[src/rtl/sr_config_loader_if.sv]
`default_nettype none
// ---------------------------------------------------------------------------
// sr_config_loader_if : request/status and serial-pin bundle of sr_config_loader
// Rev 1.0
// ---------------------------------------------------------------------------
interface sr_config_loader_if #(
  parameter int N_BITS = 18,
  parameter int DIV_W  = 8,
  parameter int CNT_W  = 5
);
  logic              start;
  logic              abort;
  logic [N_BITS-1:0] cfg_word;
  logic [DIV_W-1:0]  half_period;
  logic              sr_clk;
  logic              sr_data;
  logic              busy;
  logic              done;
  logic [CNT_W-1:0]  bit_idx;

  modport master (
    output start, abort, cfg_word, half_period,
    input  sr_clk, sr_data, busy, done, bit_idx
  );

  modport slave (
    input  start, abort, cfg_word, half_period,
    output sr_clk, sr_data, busy, done, bit_idx
  );
endinterface
`default_nettype wire

[src/rtl/sr_config_loader.sv]
`default_nettype none
// ---------------------------------------------------------------------------
// sr_config_loader : LSB-first serial writer for the 18-bit PS-PWM config
//                    shift register, registered sr_clk with programmable H.
// Rev 1.0
// ---------------------------------------------------------------------------
module sr_config_loader #(
  parameter int N_BITS = 18,
  parameter int DIV_W  = 8,
  parameter int CNT_W  = 5
) (
  input  wire logic         clk,
  input  wire logic         RST,
  sr_config_loader_if.slave bus
);
  typedef enum logic [1:0] {
    S_IDLE = 2'd0,
    S_LOW  = 2'd1,
    S_HIGH = 2'd2,
    S_TAIL = 2'd3
  } state_t;

  localparam logic [CNT_W-1:0] c_last_idx = CNT_W'(N_BITS - 1);
  localparam logic [DIV_W-1:0] c_one      = DIV_W'(1);

  state_t            r_state, w_state_nxt;
  logic [DIV_W-1:0]  r_h, w_h_nxt;
  logic [DIV_W-1:0]  r_cnt, w_cnt_nxt;
  logic [N_BITS-1:0] r_shift, w_shift_nxt, w_shift_dn;
  logic [CNT_W-1:0]  r_bit_idx, w_bit_idx_nxt;
  logic              r_sr_clk, w_sr_clk_nxt;
  logic              r_sr_data, w_sr_data_nxt;
  logic              r_busy, w_busy_nxt;
  logic              r_done, w_done_nxt;
  logic [DIV_W-1:0]  w_h_in;
  logic              w_phase_end;

  assign w_h_in      = (bus.half_period == '0) ? c_one : bus.half_period;
  assign w_phase_end = (r_cnt == '0);
  assign w_shift_dn  = r_shift >> 1;

  always_ff @(posedge clk or posedge RST) begin
    if (RST) begin
      r_state   <= S_IDLE;
      r_h       <= c_one;
      r_cnt     <= '0;
      r_shift   <= '0;
      r_bit_idx <= '0;
      r_sr_clk  <= 1'b0;
      r_sr_data <= 1'b0;
      r_busy    <= 1'b0;
      r_done    <= 1'b0;
    end else begin
      r_state   <= w_state_nxt;
      r_h       <= w_h_nxt;
      r_cnt     <= w_cnt_nxt;
      r_shift   <= w_shift_nxt;
      r_bit_idx <= w_bit_idx_nxt;
      r_sr_clk  <= w_sr_clk_nxt;
      r_sr_data <= w_sr_data_nxt;
      r_busy    <= w_busy_nxt;
      r_done    <= w_done_nxt;
    end
  end

  always_comb begin
    w_state_nxt   = r_state;
    w_h_nxt       = r_h;
    w_cnt_nxt     = r_cnt;
    w_shift_nxt   = r_shift;
    w_bit_idx_nxt = r_bit_idx;
    w_sr_clk_nxt  = r_sr_clk;
    w_sr_data_nxt = r_sr_data;
    w_busy_nxt    = r_busy;
    w_done_nxt    = 1'b0;

    if (bus.abort) begin
      w_state_nxt   = S_IDLE;
      w_cnt_nxt     = '0;
      w_bit_idx_nxt = '0;
      w_sr_clk_nxt  = 1'b0;
      w_sr_data_nxt = 1'b0;
      w_busy_nxt    = 1'b0;
    end else begin
      case (r_state)
        S_IDLE: begin
          // r_done blocks a start landing on the completion cycle
          if (bus.start && !r_done) begin
            w_h_nxt       = w_h_in;
            w_cnt_nxt     = w_h_in - c_one;
            w_shift_nxt   = bus.cfg_word;
            w_bit_idx_nxt = '0;
            w_sr_data_nxt = bus.cfg_word[0];
            w_busy_nxt    = 1'b1;
            w_state_nxt   = S_LOW;
          end
        end
        S_LOW: begin
          if (w_phase_end) begin
            w_cnt_nxt    = r_h - c_one;
            w_sr_clk_nxt = 1'b1;
            w_state_nxt  = S_HIGH;
          end else begin
            w_cnt_nxt = r_cnt - c_one;
          end
        end
        S_HIGH: begin
          if (w_phase_end) begin
            w_cnt_nxt    = r_h - c_one;
            w_sr_clk_nxt = 1'b0;
            if (r_bit_idx != c_last_idx) begin
              w_shift_nxt   = w_shift_dn;
              w_sr_data_nxt = w_shift_dn[0];
              w_bit_idx_nxt = r_bit_idx + 1'b1;
              w_state_nxt   = S_LOW;
            end else begin
              w_sr_data_nxt = 1'b0;
              w_state_nxt   = S_TAIL;
            end
          end else begin
            w_cnt_nxt = r_cnt - c_one;
          end
        end
        S_TAIL: begin
          if (w_phase_end) begin
            w_busy_nxt  = 1'b0;
            w_done_nxt  = 1'b1;
            w_state_nxt = S_IDLE;
          end else begin
            w_cnt_nxt = r_cnt - c_one;
          end
        end
        default: w_state_nxt = S_IDLE;
      endcase
    end
  end

  assign bus.sr_clk  = r_sr_clk;
  assign bus.sr_data = r_sr_data;
  assign bus.busy    = r_busy;
  assign bus.done    = r_done;
  assign bus.bit_idx = r_bit_idx;
endmodule
`default_nettype wire
[src/flat_wrapper.sv]
// flat-port wrapper written by rule: the top's interface ports become plain ports
module sr_config_loader_flat 
#(
  parameter int N_BITS = 18,
  parameter int DIV_W  = 8,
  parameter int CNT_W  = 5
)
  (clk, RST, bus_start, bus_abort, bus_cfg_word, bus_half_period, bus_sr_clk, bus_sr_data, bus_busy, bus_done, bus_bit_idx);
  sr_config_loader_if #(.N_BITS(N_BITS), .DIV_W(DIV_W), .CNT_W(CNT_W)) bus_i ();
  input  wire logic clk;
  input  wire logic RST;
  input wire logic [$bits(bus_i.start)-1:0] bus_start;
  input wire logic [$bits(bus_i.abort)-1:0] bus_abort;
  input wire logic [$bits(bus_i.cfg_word)-1:0] bus_cfg_word;
  input wire logic [$bits(bus_i.half_period)-1:0] bus_half_period;
  output wire logic [$bits(bus_i.sr_clk)-1:0] bus_sr_clk;
  output wire logic [$bits(bus_i.sr_data)-1:0] bus_sr_data;
  output wire logic [$bits(bus_i.busy)-1:0] bus_busy;
  output wire logic [$bits(bus_i.done)-1:0] bus_done;
  output wire logic [$bits(bus_i.bit_idx)-1:0] bus_bit_idx;
  assign bus_i.start = bus_start;
  assign bus_i.abort = bus_abort;
  assign bus_i.cfg_word = bus_cfg_word;
  assign bus_i.half_period = bus_half_period;
  assign bus_sr_clk = bus_i.sr_clk;
  assign bus_sr_data = bus_i.sr_data;
  assign bus_busy = bus_i.busy;
  assign bus_done = bus_i.done;
  assign bus_bit_idx = bus_i.bit_idx;
  sr_config_loader #(.N_BITS(N_BITS), .DIV_W(DIV_W), .CNT_W(CNT_W)) u_core (.clk(clk), .RST(RST), .bus(bus_i));
endmodule
[config.mk]
export PLATFORM = sky130hd
export DESIGN_NAME = sr_config_loader_flat
export DESIGN_NICKNAME = d
export VERILOG_FILES = /design/src/rtl/sr_config_loader_if.sv /design/src/rtl/sr_config_loader.sv /design/src/flat_wrapper.sv
export SDC_FILE = /design/constraint.sdc
export NUM_CORES = 1
export LEC_CHECK = 0
export CAP_MARGIN = 10
export CORE_MARGIN = 5
export CORE_UTILIZATION = 51
export CTS_BUF_LIST = sky130_fd_sc_hd__clkbuf_4 sky130_fd_sc_hd__clkbuf_8
export CTS_CLUSTER_DIAMETER = 100
export DETAILED_ROUTE_END_ITERATION = 6
export PLACE_DENSITY = 0.83
export SYNTH_ARGS = -nofsm -noshare
export SYNTH_HDL_FRONTEND = slang
export SYNTH_SLANG_ARGS = --single-unit
export TNS_END_PERCENT = 5
[constraint.sdc]
create_clock -name clk -period 2.1 [get_ports clk]
set_clock_uncertainty 0.2 [all_clocks]
set_input_delay 0.63 -clock clk [delete_from_list [all_inputs] [get_ports clk]]
set_output_delay 0.63 -clock clk [all_outputs]
set_load 0.03 [all_outputs]
* Word level (Yosys, flattened, before mapping)
Index checks and enable logic that the tools add are counted.
Storage, ports and cells: output and inout port bits 9, bits in registers 45, logic and storage cells 82
Cells by class: bitwise logic cells 1, equal/unequal tests 13, add/sub/neg operators 4, reductions and logical operators 18, multiplexer cells 37
Operator list (count):
- two-way mux 18 bit | 3
- two-way mux 8 bit | 5
- one-hot mux 18 bit (2 select lines) | 1
- one-hot mux 8 bit (3 select lines) | 1
- subtractor 8 x 1 -> 8 bit, second input constant | 3
- two-way mux 5 bit | 4
- logical NOT 8 bit | 2
- inequality test 3 x 2 -> 1 bit, second input constant | 5
- two-way mux 1 bit | 12
- two-way mux 2 bit | 6
- AND reduction 3 bit | 4
- one-hot mux 5 bit (2 select lines) | 1
- nonzero test 3 bit | 3
- one-hot mux 2 bit (4 select lines) | 1
- AND reduction 4 bit | 2
- inequality test 2 x 1 -> 1 bit, second input constant | 3
- one-hot mux 1 bit (2 select lines) | 3
- adder 5 x 1 -> 5 bit, second input constant | 1
- inequality test 5 bit, second input constant | 1
- AND reduction 5 bit | 1
- == test 2 bit, second input constant | 2
- inequality test 3 bit, second input constant | 1
- == test 2 x 1 -> 1 bit, second input constant | 1
- logical NOT 2 bit | 1
- other kinds (6) | 6

* Longest topological paths before layout
Gate-level depths: netlist of the first run.
depth in word-level cells 6, gate-level depth with buffers 9, depth with buffers taken out 8

* Worst setup path before layout of the first run
Ideal clock, no wire load.
path kind flip-flop to flip-flop, from register u_core.r_state[0], to register u_core.r_h[2], stages on the path, launching flop included 9, setup slack -0.246 ns, required time 1.775 ns, setup time 0.125 ns, arrival 2.021 ns, cells stage by stage dfrtp_1 > inv_1 > ha_1 > buf_2 > inv_1 > or2_2 > nor2_1 > buf_1 > mux2_2
On the way: word-level cells in the longest chain between the ends 2
Ends and longest elaborated chain:
- start: declaration | RTL line sr_config_loader.sv:26 | state_t r_state, w_state_nxt;
- start signal: assignment | RTL line sr_config_loader.sv:54 | r_state <= w_state_nxt;
- logical NOT 2 bit | RTL line sr_config_loader.sv:85 | case (r_state)
- AND reduction 3 bit (no line)
- end signal: assignment | RTL line sr_config_loader.sv:45 | r_h <= c_one;
- end signal: assignment | RTL line sr_config_loader.sv:55 | r_h <= w_h_nxt;
- end: declaration | RTL line sr_config_loader.sv:27 | logic [DIV_W-1:0] r_h, w_h_nxt;
No other way between the ends. A chain may end at the register's enable or synchronous reset.

* Worst setup path in the final report of the first run
from register u_core.r_cnt[4], to register u_core.r_bit_idx[3] (netlist: u_core.bus.bit_idx[3])
On the way: word-level cells in the longest chain between the ends 3
Ends and longest elaborated chain:
- start: declaration | RTL line sr_config_loader.sv:28 | logic [DIV_W-1:0] r_cnt, w_cnt_nxt;
- start signal: assignment | RTL line sr_config_loader.sv:56 | r_cnt <= w_cnt_nxt;
- logical NOT 8 bit | RTL line sr_config_loader.sv:39 | assign w_phase_end = (r_cnt == '0);
- inequality test 3 x 2 -> 1 bit (no line)
- AND reduction 4 bit (no line)
- end signal: assignment | RTL line sr_config_loader.sv:58 | r_bit_idx <= w_bit_idx_nxt;
- end: declaration | RTL line sr_config_loader.sv:30 | logic [CNT_W-1:0] r_bit_idx, w_bit_idx_nxt;
No other way between the ends.

==> out/qor.csv, run 1 <==
stage;metric;value;unit
place;place_congestion;0.889;
floorplan;core_region_area;0.00541;mm^2
setup_path;r2r_slack;-0.11;ns
yosys;syn_nets;348;
clocking;cts_sinks;44;
floorplan;die_x;84.0;um
yosys;async_flop_share;1.00;
clocking;insertion_delay;0.30;ns
layout;n_antenna_cell;0;
global_route;grt_pass1_wl;11900;um
floorplan;io_pins;39;
clocking;clk_pin_slew;0.09;ns
setup_path;crit_fanout;7;
yosys;synthAdderAreaFrac;0.0493;
yosys;synth_top_family_by_area;simple AND/OR/NAND/NOR gates;
global_route;gr-usage-all-layers;0.203;
yosys;synth-edff-count;0;
floorplan;start_util;0.516;
clocking;ctsHoldBuffers;0;
layout;final-instance-count-excl-fill;460;
global_route;antenna_found_initial;0;
clocking;cts_tree;done;
yosys;synth_area_leaders;dfrtp_1 (39%), a21oi_1 (5.7%), mux2i_1 (5.7%), nor2_1 (5.1%), ha_1 (4.9%);
floorplan;num_rows;27;
sta;worstMarginPinSlew;0.477;ns
clocking;cts-root-buf;clkbuf_8;
yosys;synth-xor-area-share;0.0565;
job;maxCapViolations;0;
setup_path;critPathKind;reg -> reg;
setup_path;cp.arrival;2.19;ns
place;io_buffers;38;
sta;finalCritPeriodShare;1.05;
yosys;synth.area.mux_share;0.0896;
setup_path;r2r_start;u_core.r_cnt[4];
yosys;synth.avg_cell_area;9.09;um^2
yosys;synthCells;307;
global_route;grt_overflow;0;
global_route;grt_pass1_vias;2633;
hold_path;min_to;u_core.r_shift[4];
clocking;cts_made_buffers;5;
layout;multi_input_area;0.00167;mm^2
yosys;synth_common_cells;dfrtp_1 (43), nor2_1 (38), a21oi_1 (32);
floorplan;die_y;84.0;um
run_status;status;finished with violations;
place;dp_hpwl;5330;um
setup_path;r2r_cells;6;
pwr;power_leakage;1.63;nW
route;drtAntennaViolNets;0;
route;via_count;2617;
global_route;use_met2;0.339;
place;dp_cells;451;
hold_path;whs_path_depth;2;
sta;setup_viol;29;
yosys;synth-seq-cells;44;
layout;layout.nets;429;
yosys;yosysTopAreaCellShare;0.385;
layout;fillers;405;
layout;seqCellArea;0.00110;mm^2
hold_path;hold_class;reg -> reg;
sta;max_slew_margin;0.677;
yosys;netlist_area;0.00279;mm^2
global_route;grt_max_degree;45;
pwr;pwr_density_cell;1360;mW/mm^2
sta;layout_min_cycle_time;2.21;ns
yosys;ys_seq_area_frac;0.395;
global_route;globalRouteMet1Util;0.265;
sta;fin_ws;-0.106;ns
yosys;synthSimpleGateAreaFrac;0.181;
layout;layout-drive-gt1-share;0.245;
sta;finalSetupTns;-1.20;ns
run_status;violations;negative setup slack;
global_route;met3_usage;0.0385;
global_route;top_usage_layer;met2;
sta;finalMaxSlewViolations;0;
layout;post-route-cell-area;0.00379;mm^2
place;place_area;0.00362;mm^2
route;wire_per_inst;15.6;um
setup_path;r2r_end;u_core.bus.bit_idx[3];
layout;area_growth;35.6;%
clocking;cts-htree-levels;2;
clocking;clockBufferDepth;2;
hold_path;worstHoldStart;u_core.r_shift[4];
yosys;ys_warn_count;0;
route;drtIter0Drc;301;
yosys;yosys.cell_types.count;56;
route;drtPass1Iterations;4;
pwr;peakVddDrop;0.762;mV
yosys;synth.largest_area_cell;dfrtp_1;
route;routed_wirelength;7180;um
yosys;synth_most_common_cell;dfrtp_1;
sta;final_hold_viol_count;0;
route;viasPerCell;5.69;
sta;clock.fmax;453;MHz
setup_path;critPathLaunchType;register;
route;drc;0;
setup_path;required;2.09;ns
sta;rsz0062_at_grt;true;
setup_path;setup.worst_path.end_class;register;
yosys;ys.flop_type;dfrtp_1;
floorplan;dieArea;0.00705;mm^2
yosys;synth-compound-area-share;0.177;
## report_power, final
part / total, mW / switching [mW] / internal, mW
Clock: 0.506 / 0.281 / 0.225
Combinational: 3.15 / 1.67 / 1.48
Sequential: 1.48 / 0.283 / 1.19
## timing repair
item	4_1_cts	5_1_grt
pin swaps	8	6
endpoints found under the setup margin	45	41
gates resized for setup	27	17
setup buffers	0	2
## final cells by class
type                    count  area share
clock buffers               5      0.0182
clock inverters             2     0.00330
inverters                  17      0.0169
multi-input cells         230       0.441
flip-flops and latches     44       0.291
well taps                  72      0.0238
repair buffers             90       0.206
## critical path: stages, from the launching register on
cell and delay (ns):
dfrtp_1 0.43, or4_4 0.53, buf_6 0.16, o41ai_4 0.40
nand3_1 0.16, xor2_1 0.16, nor2_1 0.06
## kinds of logic (layout without fill, tap and decap cells)
kind of cell / count (synthesis) / in the layout
buffers and inverters: 33 / 114
multiplexers: 24 / 24
adder cells (fa/ha/maj): 11 / 11
flip-flops: 44 / 44
AO/OA/AOI/OAI: 76 / 76
XOR/XNOR: 18 / 18
AND/OR/NAND/NOR: 101 / 101
## per-layer routing
layer	vias to the layer above	routed length [um]	share of wire
met4	0	115	0.016
li1	1251	-	-
met1	1261	3050	0.43
met2	92	3580	0.50
met5	-	0	0
met3	13	431	0.060
## cells in the final DEF (no fill, tap or decap), types with 2 or more instances in the layout
cell type        instances
a21oi_1                 32
a221oi_2                 2
a22oi_1                  2
a31oi_1                  2
and3_1                   2
buf_12                   2
buf_4                   48
buf_6                    2
clkbuf_8                 5
clkdlybuf4s50_1         21
dfrtp_1                 43
dlygate4sd2_1           15
ha_1                     9
ha_2                     2
inv_1                   17
mux2_2                   7
mux2i_1                 16
nand2_1                 18
nand2b_1                 3
nand3_1                  7
nand3b_1                 2
nand4_1                  2
nor2_1                  37
nor3_1                   7
nor3b_1                  3
nor4_2                   3
o21ai_0                 10
o21ai_1                  2
o21ai_2                  2
o22ai_1                  3
o31ai_1                  4
o32ai_1                  2
xnor2_1                  6
xor2_1                  11
## worst max path at each step
stage	from	end	slack, ns
3_3_place_gp	bus_half_period[1]	u_core.r_cnt[5]	-0.55
5_1_grt	u_core.r_cnt[4]	u_core.bus.bit_idx[4]	-0.19
2_1_floorplan	bus_half_period[1]	u_core.r_cnt[5]	-0.11
3_5_place_dp	bus_half_period[1]	u_core.r_cnt[5]	-0.62
6_report	u_core.r_cnt[4]	u_core.bus.bit_idx[3]	-0.11
4_1_cts	u_core.r_cnt[1]	u_core.bus.bit_idx[3]	-0.12
## registers in the layout, indices dropped and copies added, names as in the netlist, 2 cells and up
register            cells
u_core.r_state          2
u_core.r_h              8
u_core.r_cnt            8
u_core.bus.bit_idx      5
u_core.r_shift         17
## stage by stage
| step | util | power [mW] | hold slack [ns] | setup WS, ns |
|---|---|---|---|---|
| finish | 0.700 | 5.13 | 0.335 | -0.106 |
| global route | 0.700 | 5.50 | 0.358 | -0.188 |
| CTS | 0.688 | 4.93 | 0.337 | -0.116 |
| detailed placement | 0.669 | 4.40 | 0.321 | -0.623 |
| global placement | 0.669 | 4.31 | 0.301 | -0.552 |
| floorplan | - | 3.41 | 0.295 | -0.111 |
No activity file was read; power rests on OpenSTA's default activity.
==> run 2: changes to the inputs <==
Settings changed: HOLD_SLACK_MARGIN set to 0.1.
==> results of run 2 <==
Same layout as run 1: the final DEF is identical, and so are final timing and power.
==> run 3: changes to the inputs <==
Settings changed: SKIP_CTS_REPAIR_TIMING set to 1, SLEW_MARGIN set to 40.
Clock period 2.1 ns to 2 ns, I/O delays scaled along.
==> run 3 against run 2 <==
Compared with the run above: the flow still finishes with violations (negative setup slack); final area increased by 7.1%; combinational power increased by 21%; setup slack got worse by 0.16 ns; core utilization increased by 5.0 points; critical path depth unchanged; sequential power increased by 4%; register-to-register slack got worse by 0.10 ns; flip-flop and latch count unchanged; via count increased by 2.1%; critical endpoint is now u_core.r_cnt[5]; largest cell class unchanged; highest routed layer unchanged.
==> out/qor.csv, run 3 (same netlist as run 1, synthesis figures left out) <==
stage;metric;value;unit;change
clocking;cts_tree;done;;
route;routed_wirelength;7810;um;+8.9%
pwr;power_leakage;1.90;nW;+16%
clocking;cts_made_buffers;5;;unchanged
sta;max_slew_margin;0.650;;-0.0275
layout;area_growth;45.3;%;
setup_path;crit_path_max_incr_delay;0.44;ns;-0.09 ns
floorplan;core_region_area;0.00541;mm^2;unchanged
setup_path;critPathTopFamily;simple AND/OR/NAND/NOR gates;;
floorplan;die_y;84.0;um;unchanged
floorplan;num_rows;27;;unchanged
pwr;pwr-share-clk;0.104;;+0.005
place;io_buffers;38;;unchanged
sta;finalCritPeriodShare;1.13;;
layout;layout_common_cells;buf_4 (57), dfrtp_1 (43), nor2_1 (36), a21oi_1 (29), clkdlybuf4s50_1 (21);;
setup_path;crit_fanout;2;;-5
route;wire_per_inst;16.5;um;+5.9%
clocking;clockBufferDepth;2;;unchanged
layout;post-route-cell-area;0.00406;mm^2;+7.1%
route;via_count;2673;;+2.1%
global_route;grt_overflow;0;;unchanged
pwr;peakVddDrop;0.854;mV;+12%
clocking;insertion_delay;0.32;ns;+0.02 ns
route;drtPass1Iterations;5;;+1
pwr;switching_share;0.440;;+0.00478
setup_path;cp.arrival;2.26;ns;+0.07 ns
route;drc;0;;unchanged
sta;worstMarginPinSlew;0.512;ns;+0.0348 ns
pwr;p_int;3.34;mW;+15%
setup_path;setup.worst_path.end_class;register;;
layout;regMostFlops;u_core.r_shift;;
place;pre_cts_ws;-0.660;ns;-0.0368 ns
layout;layout-drive-gt1-share;0.299;;+0.0544
place;place_area;0.00370;mm^2;+2.3%
layout;largest_reg_flops;17;;unchanged
layout;mostFrequentLayoutCell;buf_4;;
sta;fin_ws;-0.262;ns;-0.156 ns
setup_path;critPathKind;in -> reg;;
sta;setup_viol;28;;-3.4%
global_route;antenna_found_initial;0;;unchanged
clocking;cts-root-buf;clkbuf_8;;
run_status;violations;negative setup slack;;
sta;rsz0062_at_grt;true;;
pwr;power_frac_comb;0.638;;+0.024
setup_path;critPathLaunchType;primary input;;
setup_path;worst-path-buf-inv;1;;unchanged
clocking;cts-htree-levels;2;;unchanged
place;place_congestion;0.871;;-2.1%
global_route;grt_max_degree;45;;unchanged
floorplan;io_pins;39;;unchanged
hold_path;hold_class;reg -> reg;;
clocking;cts_sinks;44;;unchanged
sta;finalMaxSlewViolations;0;;unchanged
global_route;grt_pass1_wl;12300;um;+3.4%
job;maxCapViolations;0;;unchanged
floorplan;dieArea;0.00705;mm^2;unchanged
floorplan;die_x;84.0;um;unchanged
pwr;power.switching;2.62;mW;+17%
layout;layout.nets;441;;+2.8%
sta;clock.fmax;442;MHz;
place;dp_cells;460;;+2.0%
route;drtIter0Drc;262;;-13%
pwr;seq_power_share;0.259;;-0.028
sta;final_hold_viol_count;0;;unchanged
setup_path;cp_cell_sequence;clkdlybuf4s50_1 > or3_4 > nor3_2 > mux2_4 > a221oi_2 > o31ai_1;;
layout;reg_top3;u_core.r_shift: 17 flops, u_core.r_cnt: 8 flops, u_core.r_h: 8 flops;;
run_status;status;finished with violations;;
sta;layout_min_cycle_time;2.26;ns;
clocking;clk_pin_slew;0.10;ns;about the same
route;viasPerCell;5.65;;-0.67%
global_route;grt_pass1_vias;2610;;-0.87%
setup_path;required;2.00;ns;-0.09 ns
setup_path;r2r_slack;-0.21;ns;-0.10 ns
floorplan;start_util;0.516;;unchanged
setup_path;slowest_stage;clkdlybuf4s50_1;;
sta;finalSetupTns;-2.60;ns;-1.40 ns
layout;final-instance-count-excl-fill;473;;+2.8%
route;drtAntennaViolNets;0;;unchanged
global_route;gr-usage-all-layers;0.216;;+0.0131
layout;n_antenna_cell;0;;unchanged
place;dp_hpwl;5460;um;+2.4%
pwr;pwr_density_cell;1470;mW/mm^2;+8.4%
## run 3: changes by cell type in the layout (fill, tap and decap cells not counted), moves of 3 or more
cell            change
a21oi_1             -3
ha_4                +3
buf_4               +9
o21ai_1             +3
buf_6               +3
inv_2               +6
dlygate4sd2_1      -15
dlymetal6s2s_1     +17
inv_1               -6
a21oi_2             +3
## run 3: worst register-to-register path, stage by stage (launching register included)
cell and delay (ns):
dfrtp_1 0.38, inv_2 0.06, ha_4 0.15, or3b_4 0.32, nor2_4 0.08, a2111oi_0 0.53
buf_4 0.20, o211ai_1 0.12, o31ai_1 0.09
## run 3: layout make-up
type / instances / area, um^2
timing repair buffer: 102 / 947
fill: 361 / 1350
clock inverter: 2 / 15.0
clock buffer: 6 / 82.6
sequential: 44 / 1100
inverter: 17 / 63.8
multi-input combinational: 230 / 1750
tap: 72 / 90.1
## run 3: stage by stage
step / util / total power, mW / hold WS (ns)
detailed placement: 0.685 / 4.77 / 0.314
global placement: 0.685 / 4.66 / 0.306
floorplan: - / 3.63 / 0.294
CTS: 0.703 / 5.43 / 0.333
global route: 0.750 / 6.33 / 0.365
finish: 0.750 / 5.96 / 0.338
## run 3: routing by layer
metal  track usage  vias to the layer above  wire, um
li1              -                     1282         -
met1         0.275                     1282      3420
met2         0.364                       96      3860
met3        0.0444                       13       408
met4        0.0731                        0       121
met5             0                        -         0
## run 3: path summary, 6_finish.rpt
check,start,end,depth (start not counted)
min in group asynchronous,RST,u_core.r_cnt[6],3
max,bus_half_period[0],u_core.r_cnt[5],6
max in group asynchronous,RST,u_core.r_h[0],3
min,u_core.r_shift[5],u_core.r_shift[5],2
max reg2reg,u_core.r_cnt[1],u_core.r_cnt[5],8
min reg2reg,u_core.r_shift[5],u_core.r_shift[5],2
## run 3: power groups by stage
stage	sequential (mW)	combinational, mW	clock (mW)
floorplan	1.56	2.07	0
global placement	1.50	3.17	0
detailed placement	1.53	3.25	0
CTS	1.51	3.29	0.621
global route	1.58	4.08	0.668
finish	1.54	3.80	0.618
